[config.mk]
export PLATFORM = sky130hd
export DESIGN_NAME = usb_rx_ctrl
export DESIGN_NICKNAME = d
export VERILOG_FILES = /design/src/rtl/usb_rx_pkg.sv /design/src/rtl/rx_bit_timer.sv /design/src/rtl/usb_rx_ctrl.sv
export SDC_FILE = /design/constraint.sdc
export NUM_CORES = 1
export LEC_CHECK = 0
export CAP_MARGIN = 5
export CORE_MARGIN = 5
export CORE_UTILIZATION = 50
export DETAILED_ROUTE_END_ITERATION = 7
export GPL_TIMING_DRIVEN = 0
export HOLD_SLACK_MARGIN = 0.06
export PLACE_DENSITY = 0.77
export SLEW_MARGIN = 5
export SYNTH_ARGS = -nofsm -noshare
export SYNTH_HDL_FRONTEND = slang
export SYNTH_SLANG_ARGS = --single-unit
[constraint.sdc]
create_clock -name clk -period 2.1 [get_ports clk]
set_input_delay 0.42 -clock clk [delete_from_list [all_inputs] [get_ports clk]]
set_output_delay 0.42 -clock clk [all_outputs]
set_load 0.05 [all_outputs]
[src/rtl/usb_rx_pkg.sv]
// Shared types and default constants for the USB full-speed receive control unit.
package usb_rx_pkg;

   typedef enum logic [2:0] {
      IDLE     = 3'd0,
      SYNC_RX  = 3'd1,
      DATA_RX  = 3'd2,
      STORE    = 3'd3,
      EOP_WAIT = 3'd4,
      ERR_EOP  = 3'd5,
      ERR_IDLE = 3'd6
   } state_t;

   localparam int         CLKS_PER_BIT_DEFAULT = 8;
   localparam int         SAMPLE_PHASE_DEFAULT = 3;
   localparam int         BYTE_BITS_DEFAULT    = 8;
   localparam logic [7:0] SYNC_BYTE_DEFAULT    = 8'h80;

   // True in the states where a packet is in progress and the bit timer runs.
   function automatic logic timer_active(input state_t s);
      return (s == SYNC_RX) || (s == DATA_RX) || (s == STORE) ||
             (s == EOP_WAIT) || (s == ERR_EOP);
   endfunction

endpackage

[src/rtl/rx_bit_timer.sv]
// Bit timer for the USB receiver: phase counter with edge resync, sample
// strobe generation, and bit counting that marks each completed byte.
module rx_bit_timer #(
   parameter int  CLKS_PER_BIT = 8,
   parameter int  SAMPLE_PHASE = 3,
   parameter int  BYTE_BITS    = 8,
   localparam int PHASE_W      = $clog2(CLKS_PER_BIT),
   localparam int CNT_W        = $clog2(BYTE_BITS + 1)
) (
   input  logic             clk,
   input  logic             rst,
   input  logic             enable,
   input  logic             clear,
   input  logic             d_edge,
   output logic             shift_enable,
   output logic             byte_received,
   output logic [CNT_W-1:0] bit_cnt
);

   logic [PHASE_W-1:0] phase_q, phase_d;
   logic [CNT_W-1:0]   bit_cnt_q, bit_cnt_d;
   logic               byte_rcvd_q, byte_rcvd_d;

   assign shift_enable  = enable && (phase_q == PHASE_W'(SAMPLE_PHASE));
   assign byte_received = byte_rcvd_q;
   assign bit_cnt       = bit_cnt_q;

   // Next phase / bit count; an edge resyncs the phase ahead of the normal increment.
   always_comb begin
      phase_d     = phase_q;
      bit_cnt_d   = bit_cnt_q;
      byte_rcvd_d = 1'b0;
      if (clear) begin
         phase_d   = '0;
         bit_cnt_d = '0;
      end else if (enable) begin
         if (d_edge) begin
            phase_d = '0;
         end else if (phase_q == PHASE_W'(CLKS_PER_BIT - 1)) begin
            phase_d = '0;
         end else begin
            phase_d = phase_q + PHASE_W'(1);
         end
         if (shift_enable) begin
            if (bit_cnt_q == CNT_W'(BYTE_BITS - 1)) begin
               bit_cnt_d   = '0;
               byte_rcvd_d = 1'b1;
            end else begin
               bit_cnt_d = bit_cnt_q + CNT_W'(1);
            end
         end
      end
   end

   // Timer registers.
   always_ff @(posedge clk) begin
      if (rst) begin
         phase_q     <= '0;
         bit_cnt_q   <= '0;
         byte_rcvd_q <= 1'b0;
      end else begin
         phase_q     <= phase_d;
         bit_cnt_q   <= bit_cnt_d;
         byte_rcvd_q <= byte_rcvd_d;
      end
   end

endmodule

[src/rtl/usb_rx_ctrl.sv]
// USB full-speed receive control: packet FSM (SYNC check, byte framing,
// FIFO write strobes, error flag) around the rx_bit_timer.
// Optional build macro USB_RX_CTRL_TIMEOUT_EN adds a stalled-line watchdog.
module usb_rx_ctrl
   import usb_rx_pkg::*;
#(
   parameter int         CLKS_PER_BIT = CLKS_PER_BIT_DEFAULT,
   parameter int         SAMPLE_PHASE = SAMPLE_PHASE_DEFAULT,
   parameter int         BYTE_BITS    = BYTE_BITS_DEFAULT,
   parameter logic [7:0] SYNC_BYTE    = SYNC_BYTE_DEFAULT
) (
   input  logic       clk,
   input  logic       rst,
   input  logic       d_edge,
   input  logic       eop,
   input  logic [7:0] rcv_data,
   output logic       shift_enable,
   output logic       byte_received,
   output logic       rcving,
   output logic       w_enable,
   output logic       r_error
);

   localparam int CNT_W = $clog2(BYTE_BITS + 1);

   state_t           state_q, state_d;
   logic             r_error_q, r_error_d;
   logic             timer_en, timer_clr;
   logic             se, br_raw, br;
   logic [CNT_W-1:0] bit_cnt;
   logic             timeout;

   assign timer_en  = timer_active(state_q);
   assign timer_clr = d_edge && ((state_q == IDLE) || (state_q == ERR_IDLE));
   // Byte completions landing after a clean or failed EOP are not reported.
   assign br        = br_raw && ((state_q == SYNC_RX) || (state_q == DATA_RX) || (state_q == STORE));

   rx_bit_timer #(
      .CLKS_PER_BIT (CLKS_PER_BIT),
      .SAMPLE_PHASE (SAMPLE_PHASE),
      .BYTE_BITS    (BYTE_BITS)
   ) u_timer (
      .clk           (clk),
      .rst           (rst),
      .enable        (timer_en),
      .clear         (timer_clr),
      .d_edge        (d_edge),
      .shift_enable  (se),
      .byte_received (br_raw),
      .bit_cnt       (bit_cnt)
   );

`ifdef USB_RX_CTRL_TIMEOUT_EN
   // Longest legal run without a transition is the bit-stuffing limit plus margin.
   localparam int TIMEOUT_CYCLES = 7 * CLKS_PER_BIT + 4;
   localparam int WD_W           = $clog2(TIMEOUT_CYCLES + 1);

   logic [WD_W-1:0] wd_q, wd_d;

   assign timeout = timer_en && (wd_q == WD_W'(TIMEOUT_CYCLES));

   // Watchdog: cleared by any edge or outside a packet, frozen while the line is SE0.
   always_comb begin
      wd_d = wd_q;
      if (d_edge || !timer_en) begin
         wd_d = '0;
      end else if (!eop && (wd_q != WD_W'(TIMEOUT_CYCLES))) begin
         wd_d = wd_q + WD_W'(1);
      end
   end

   // Watchdog register.
   always_ff @(posedge clk) begin
      if (rst) begin
         wd_q <= '0;
      end else begin
         wd_q <= wd_d;
      end
   end
`else
   assign timeout = 1'b0;
`endif

   // Next-state and error-flag logic.
   always_comb begin
      state_d   = state_q;
      r_error_d = r_error_q;
      case (state_q)
         IDLE, ERR_IDLE: begin
            if (d_edge) begin
               state_d   = SYNC_RX;
               r_error_d = 1'b0;
            end
         end
         SYNC_RX: begin
            if (br) begin
               if (rcv_data == SYNC_BYTE) begin
                  state_d = DATA_RX;
               end else begin
                  state_d   = ERR_IDLE;
                  r_error_d = 1'b1;
               end
            end else if (se && eop) begin
               state_d   = ERR_EOP;
               r_error_d = 1'b1;
            end
         end
         DATA_RX: begin
            if (br) begin
               state_d = STORE;
            end else if (se && eop) begin
               if (bit_cnt == '0) begin
                  state_d = EOP_WAIT;
               end else begin
                  state_d   = ERR_EOP;
                  r_error_d = 1'b1;
               end
            end
         end
         STORE: begin
            state_d = DATA_RX;
         end
         EOP_WAIT: begin
            if (d_edge) begin
               state_d = IDLE;
            end
         end
         ERR_EOP: begin
            if (d_edge) begin
               state_d = ERR_IDLE;
            end
         end
         default: begin
            state_d = IDLE;
         end
      endcase
      if (timeout) begin
         state_d   = ERR_IDLE;
         r_error_d = 1'b1;
      end
   end

   // State and error-flag registers.
   always_ff @(posedge clk) begin
      if (rst) begin
         state_q   <= IDLE;
         r_error_q <= 1'b0;
      end else begin
         state_q   <= state_d;
         r_error_q <= r_error_d;
      end
   end

   assign shift_enable  = se;
   assign byte_received = br;
   assign rcving        = timer_en;
   assign w_enable      = (state_q == STORE);
   assign r_error       = r_error_q;

endmodule
==> impl_metrics.csv, run 1 <==
group,metric,value,unit
synth,async_set_or_reset_register_ratio_after_synthesis,0,
detailed_routing,detail_route.vias_per_cell,5.79,
cells_and_area,post-route-cell-area,0.00106,sq mm
timing,worst_slew_margin_rel,0.671,
worst_setup_path,worst-r2r-setup-slack,270,ps
detailed_routing,drcViolationCount,0,
worst_setup_path,critical_path.max_fanout,8,
worst_hold_path,worstHoldPathType,"flop to flop",
pwr,cellLeakagePower,0.408,nW
clock_tree,worst_skew_pair.late_latency,260,ps
worst_hold_path,hold-path-cell-count,2,
worst_setup_path,worstReg2RegEnd,"state_q[0]$_SDFFE_PP0P_",
cells_and_area,final_core_utilization,0.630,
timing,fin_crit_sh,0.962,
clock_tree,cts_post_setup_buffers_inserted,0,
cells_and_area,final-instance-count-excl-fill,142,
timing,timing_hold_violations_final,0,
detailed_routing,ant_nets,0,
synth,post_synth_main_area_contributors,"sky130_fd_sc_hd__dfxtp_1, sky130_fd_sc_hd__ha_1, sky130_fd_sc_hd__nor2_1",
synth,synth_top_cells_by_count,"sky130_fd_sc_hd__dfxtp_1, sky130_fd_sc_hd__nor2_1, sky130_fd_sc_hd__inv_1, sky130_fd_sc_hd__a21oi_1",
synth,yosys.area.top_type_share,0.275,
global_route,antenna_found_initial,0,
timing,tightestPinTransition,492,ps
global_route,wire_length_of_the_first_global_routing_pass,3260,um
synth,ys_seq_elements,12,
cells_and_area,final_layout_size_suffix_gt1_frac,0.160,
synth,synth_area,875,sq um
detailed_routing,drt-total-wl,1900,um
synth,synthFlopType,"sky130_fd_sc_hd__dfxtp_1",
worst_setup_path,cp.arrival,1600,ps
global_route,track_usage,0.161,
place,finalWeightedCongestion,0.866,
worst_hold_path,holdCritStartpoint,"u_timer.phase_q[1]$_SDFFE_PP0P_",
place,dp_slack,-233,ps
pwr,pwr_density_cell,538,mW/mm^2
timing,final_period_minus_worst_setup_slack,2020,ps
worst_setup_path,cp_cell_sequence,"inv_1, nor3_1, dlygate4sd2_1",
clock_tree,cts_buffer_depth,2,
synth,synthesis.area_per_instance,8.17,sq um
clock_tree,tritoncts,"done",
floorplanning,floorplan.initialDensity,0.518,
floorplanning,die_area,0.00269,sq mm
synth,postSynthNetCount,124,
cells_and_area,diodes,0,
clock_tree,cts_root_buf,"sky130_fd_sc_hd__clkbuf_4",
cells_and_area,fin_nets,144,
place,placed_cells_incl_taps,139,
worst_setup_path,critPathSlowestCell,"sky130_fd_sc_hd__dlygate4sd2_1",
worst_setup_path,crit_path_max_incr_delay,550,ps
synth,synthesis.instances,107,
pwr,ir_drop,311,uV
synth,ys.warnings.count,0,
worst_setup_path,timing_worst_setup_path_type,"flop to output port",
floorplanning,design.portCount,17,
worst_setup_path,worst_setup_path_end_kind,"output port",
global_route,grt_start_max_net_pins,11,
timing,skew,1.39,ps
worst_setup_path,r2r_start,"u_timer.phase_q[1]$_SDFFE_PP0P_",
timing,report.final.setup_viol,0,
worst_hold_path,worst_min_delay_path_endpoint,"u_timer.phase_q[1]$_SDFFE_PP0P_",
flow_run,maxCapViolations,0,
floorplanning,std_cell_rows,15,
cells_and_area,area_delta_synth_final,21.6,%
synth,synth.distinct_cells,41,
detailed_routing,num_vias,822,
detailed_routing,drt_first_pass_iters,4,
clock_tree,cts_made_buffers,3,
synth,yosys.area.top_type,"sky130_fd_sc_hd__dfxtp_1",
clock_tree,clock-sinks,12,
floorplanning,fp.dieH,51.8,um
synth,synth_edf_count,0,
worst_setup_path,critPathRequiredTime,1680,ps
timing,slew_viol_final,0,
clock_tree,cts_htree_levels,1,
global_route,grt_remaining_overflow,0,
floorplanning,fp.dieW,51.8,um
detailed_routing,avgRoutedWirePerCell,13.4,um
place,placedInstanceArea,0.00105,sq mm
timing,post-route-worst-setup-slack,79.5,ps
timing,clock.fmax,495,MHz
floorplanning,core_region_area,0.00169,sq mm
global_route,grt_pass1_vias,765,
synth,synth_seq_area_share,0.275,
detailed_routing,drt_iter0_drc,9,
worst_setup_path,cp_launch_type,"flop",
timing,rsz0062_at_grt,"false",
place,io_buffer_count,15,
worst_setup_path,worst_r2r_path_depth,7,
clock_tree,cts.reportedPaths.clkPinSlew,70,ps
status,result_of_the_run,"finished, final reports clean",
place,place.detailed.hpwl,1500,um
metrics by stage:
step	TNS [ps]	total power [mW]	hold WS, ps
global route	0	0.611	507
CTS	0	0.585	491
floorplan	0	0.392	462
global placement	-266	0.445	471
finish	0	0.572	490
detailed placement	-292	0.448	481
power breakdown:
part / switching [mW] / internal [mW]
sequential: 0.0105 / 0.237
clock: 0.0673 / 0.0661
combinational: 0.100 / 0.0901
total: 0.178 / 0.394
layout by cell type (no fill, tap or decap), types with 3 or more instances in the layout:
master                            synthesis  layout
sky130_fd_sc_hd__a21oi_1                  7       7
sky130_fd_sc_hd__buf_2                    2       3
sky130_fd_sc_hd__clkbuf_4                 0       3
sky130_fd_sc_hd__clkdlybuf4s50_1          0      11
sky130_fd_sc_hd__dfxtp_1                 12      12
sky130_fd_sc_hd__ha_1                     5       5
sky130_fd_sc_hd__inv_1                    8       8
sky130_fd_sc_hd__mux2i_1                  3       3
sky130_fd_sc_hd__nand2_1                  6       6
sky130_fd_sc_hd__nor2_1                  12      12
sky130_fd_sc_hd__nor3_1                   6       6
sky130_fd_sc_hd__nor4_1                   4       4
sky130_fd_sc_hd__o21ai_0                  4       4
cells by family (layout without fill, tap and decap cells):
kind of cell	Yosys count	after routing	synth area share
compound gates	24	24	0.199
xor+xnor	3	3	0.0300
fa+ha+maj	5	5	0.0715
buf+inv	15	33	0.100
flops	12	12	0.275
mux	3	3	0.0343
simple gates	45	45	0.290
area by class of cell:
cell class                      instances  area, sq um
Inverter                                8         30.0
Tap cell                               17         21.3
Multi-Input combinational cell         80          552
Fill cell                             150          626
Timing Repair Buffer                   15          140
Sequential cell                        12          240
Clock buffer                            3         22.5
Buffer                                  7         57.6
how the worst max path moves through the flow:
stage	from	slack [ps]	depth (start not counted)	endpoint
after detailed placement	u_timer.phase_q[1]$_SDFFE_PP0P_	-230	6	shift_enable
after global placement	u_timer.phase_q[1]$_SDFFE_PP0P_	-210	6	shift_enable
after global routing	u_timer.byte_received$_SDFF_PP0_	3	3	byte_received
final	u_timer.byte_received$_SDFF_PP0_	80	3	byte_received
after CTS	state_q[0]$_SDFFE_PP0P_	10	4	rcving
after floorplan	u_timer.byte_received$_SDFF_PP0_	110	2	byte_received
repair_timing:
| action | 4_1_cts | 5_1_grt |
|---|---|---|
| endpoints found under the setup margin | 4 | 2 |
| hold buffers | 0 | 0 |
| resized for setup | 10 | 5 |
| pin swaps | 0 | 0 |
per-layer routing:
| metal | part of all wire | wire length, um | global-route usage | vias to the layer above |
|---|---|---|---|---|
| met1 | 0.48 | 908 | 0.192 | 380 |
| met5 | 0 | 0 | 0 | - |
| met4 | 0.0063 | 12 | 0.0393 | 0 |
| met3 | 0.063 | 120 | 0.0573 | 2 |
| met2 | 0.45 | 859 | 0.274 | 16 |
| li1 | - | - | - | 424 |
critical path: cells and delay by family (launching register included):
family | cells | cell delay [ps]
flops | 1 | 480
simple gates | 1 | 180
buf+inv | 2 | 680
sequential cells by signal, summed over array words and instances (netlist names):
signal                 count
state_q                    3
u_timer.phase_q            3
u_timer.byte_received      1
u_timer.bit_cnt            4
r_error                    1
(Power assumes the default switching activity.)
==> run 2, diff against run 1 <==
--- a/config.mk
+++ b/config.mk
@@ -12,7 +12,7 @@
 export GPL_TIMING_DRIVEN = 0
 export HOLD_SLACK_MARGIN = 0.06
 export PLACE_DENSITY = 0.77
-export SLEW_MARGIN = 5
+export SLEW_MARGIN = 10
 export SYNTH_ARGS = -nofsm -noshare
 export SYNTH_HDL_FRONTEND = slang
 export SYNTH_SLANG_ARGS = --single-unit
==> results of run 2 <==
Final layout, timing and power as in run 1 (identical DEF).
==> run 3, diff against run 2 <==
--- a/config.mk
+++ b/config.mk
@@ -12,6 +12,7 @@
 export GPL_TIMING_DRIVEN = 0
 export HOLD_SLACK_MARGIN = 0.06
 export PLACE_DENSITY = 0.77
+export SETUP_SLACK_MARGIN = 0.2
 export SLEW_MARGIN = 10
 export SYNTH_ARGS = -nofsm -noshare
 export SYNTH_HDL_FRONTEND = slang
==> run 3 against run 2 <==
Utilization up 7.8 points. Setup slack better by 120 ps. Fmax rose by 6.5%. Cell count grew 6.3%. Sequential share of layout area decreased by 1.6 points. Combinational power increased by 23%. Design area is 12% higher. Via count up 6.1%. Wire length up 18%. Critical path type unchanged. Highest routed layer is now met3.
==> impl_metrics.csv, run 3 (synthesized netlist as in run 1, its figures left out) <==
group,metric,value,unit
place,dp_slack,-247,ps
worst_setup_path,cp.arrival,1480,ps
global_route,grt_use_met1,0.215,
global_route,antenna_found_initial,0,
detailed_routing,drt-total-wl,2250,um
cells_and_area,area_delta_synth_final,36.6,%
timing,clock.fmax,527,MHz
worst_setup_path,worst-r2r-setup-slack,380,ps
cells_and_area,final_common_cell,"sky130_fd_sc_hd__nor2_1",
worst_hold_path,hold-path-cell-count,2,
status,result_of_the_run,"finished, final reports clean",
floorplanning,std_cell_rows,15,
timing,slew_viol_final,0,
worst_hold_path,worstHoldPathType,"flop to flop",
floorplanning,design.portCount,17,
floorplanning,fp.dieW,51.8,um
clock_tree,cts_buffer_depth,2,
floorplanning,core_region_area,0.00169,sq mm
floorplanning,die_area,0.00269,sq mm
cells_and_area,fin_nets,152,
detailed_routing,avgRoutedWirePerCell,14.9,um
worst_setup_path,critical_path.max_fanout,4,
detailed_routing,drt_first_pass_iters,4,
clock_tree,cts_made_buffers,3,
floorplanning,fp.dieH,51.8,um
detailed_routing,ant_nets,0,
detailed_routing,num_vias,872,
cells_and_area,multiInputGateArea,583,sq um
floorplanning,floorplan.initialDensity,0.518,
timing,tightestPinTransition,491,ps
cells_and_area,final_layout_size_suffix_gt1_frac,0.306,
detailed_routing,drt_iter0_drc,21,
global_route,grt_most_used_layer,"met2",
clock_tree,worst_skew_pair.late_latency,280,ps
global_route,grtUsageMet3,0.0745,
place,placed_cells_incl_taps,139,
pwr,cellLeakagePower,0.459,nW
worst_setup_path,cp_launch_type,"flop",
place,io_buffer_count,15,
cells_and_area,diodes,0,
timing,worst_slew_margin_rel,0.674,
timing,report.final.setup_viol,0,
clock_tree,cts_root_buf,"sky130_fd_sc_hd__clkbuf_4",
global_route,track_usage,0.183,
worst_setup_path,worst_setup_path_end_kind,"output port",
place,place.detailed.hpwl,1530,um
worst_setup_path,timing_worst_setup_path_type,"flop to output port",
cells_and_area,filler_cell_count,133,
worst_setup_path,r2r_start,"u_timer.phase_q[0]$_SDFFE_PP0P_",
clock_tree,clock-sinks,12,
cells_and_area,register_area,250,sq um
timing,post-route-worst-setup-slack,204,ps
clock_tree,cts_hold_buffers,0,
timing,fin_crit_sh,0.903,
clock_tree,cts_htree_levels,1,
worst_hold_path,worst_min_delay_path_endpoint,"u_timer.bit_cnt[1]$_SDFFE_PP0N_",
detailed_routing,detail_route.vias_per_cell,5.77,
timing,final_period_minus_worst_setup_slack,1900,ps
place,finalWeightedCongestion,0.791,
flow_run,maxCapViolations,0,
pwr,ir_drop,512,uV
cells_and_area,largest_reg_flops,4,
worst_setup_path,worstReg2RegEnd,"state_q[0]$_SDFFE_PP0P_",
timing,timing_hold_violations_final,0,
global_route,wire_length_of_the_first_global_routing_pass,3710,um
cells_and_area,final-instance-count-excl-fill,151,
clock_tree,tritoncts,"done",
global_route,grt_pass1_vias,869,
timing,rsz0062_at_grt,"true",
worst_setup_path,worst_r2r_path_depth,7,
worst_setup_path,critPathRequiredTime,1680,ps
detailed_routing,drcViolationCount,0,
clock_tree,cts.reportedPaths.clkPinSlew,70,ps
worst_hold_path,holdCritStartpoint,"u_timer.bit_cnt[1]$_SDFFE_PP0N_",
pwr,totalPowerFinal,0.668,mW
global_route,met2_usage,0.316,
global_route,grt_start_max_net_pins,11,
global_route,grt_remaining_overflow,0,
cells_and_area,leading_cell_types_in_the_layout_fill_and_taps_excluded,"sky130_fd_sc_hd__nor2_1, sky130_fd_sc_hd__clkdlybuf4s50_1, sky130_fd_sc_hd__buf_4, sky130_fd_sc_hd__inv_1",
timing,skew,0.345,ps
pwr,pwr_density_cell,559,mW/mm^2
==> run 3: cell count changes in the layout (fill, tap and decap cells not counted), sizes merged <==
cell / previous run / this run
buf: 7 / 16
clkbuf: 5 / 6
clkdlybuf4s18: 0 / 1
clkdlybuf4s50: 11 / 10
dlygate4sd2: 2 / 1
==> run 3: how the worst max path moves through the flow <==
stage | endpoint | from | slack [ps]
global placement | shift_enable | u_timer.phase_q[1]$_SDFFE_PP0P_ | -230
floorplan | shift_enable | u_timer.phase_q[1]$_SDFFE_PP0P_ | 400
CTS | shift_enable | u_timer.phase_q[0]$_SDFFE_PP0P_ | 130
detailed placement | shift_enable | u_timer.phase_q[1]$_SDFFE_PP0P_ | -250
finish | rcving | state_q[2]$_SDFFE_PP0P_ | 200
global route | rcving | state_q[2]$_SDFFE_PP0P_ | 170
==> run 3: repair_timing <==
item / 4_1_cts / 5_1_grt
gates cloned: 0 / 0
setup buffers: 4 / 4
endpoints found under the hold margin: 0 / 0
pin swaps: 1 / 1
setup endpoints to repair: 6 / 6
gates resized for setup: 25 / 16
==> run 3: final cells by class <==
type                    instances  share of cell area
plain buffers                   7              0.0534
clock buffers                   4              0.0304
inverters                       8              0.0251
multi-input cells              80               0.488
flip-flops and latches         12               0.209
well taps                      17              0.0178
repair buffers                 23               0.176
==> run 3: per-layer routing <==
metal | part of all wire | vias to the layer above
met3 | 0.067 | 0
met2 | 0.47 | 27
met4 | 0 | 0
met5 | 0 | -
met1 | 0.46 | 406
li1 | - | 439
==> run 3: critical path: stages (launching register included) <==
cell	delay [ps]
sky130_fd_sc_hd__dfxtp_2	340
sky130_fd_sc_hd__or3_4	420
sky130_fd_sc_hd__and2_4	180
sky130_fd_sc_hd__buf_6	120
sky130_fd_sc_hd__buf_8	140
==> run 3: per-stage QoR <==
step	hold slack (ps)	cell area, sq um	util	TNS, ps
global placement	474	1050	0.622	-279
CTS	472	1130	0.670	0
floorplan	462	880	-	0
finish	503	1190	0.707	0
detailed placement	481	1050	0.622	-301
global route	524	1190	0.707	0
==> run 3: power by group <==
part | internal, mW | switching (mW) | total, mW
Sequential | 0.239 | 0.00919 | 0.248
Combinational | 0.115 | 0.118 | 0.233
Clock | 0.106 | 0.0807 | 0.186
Total | 0.460 | 0.208 | 0.668
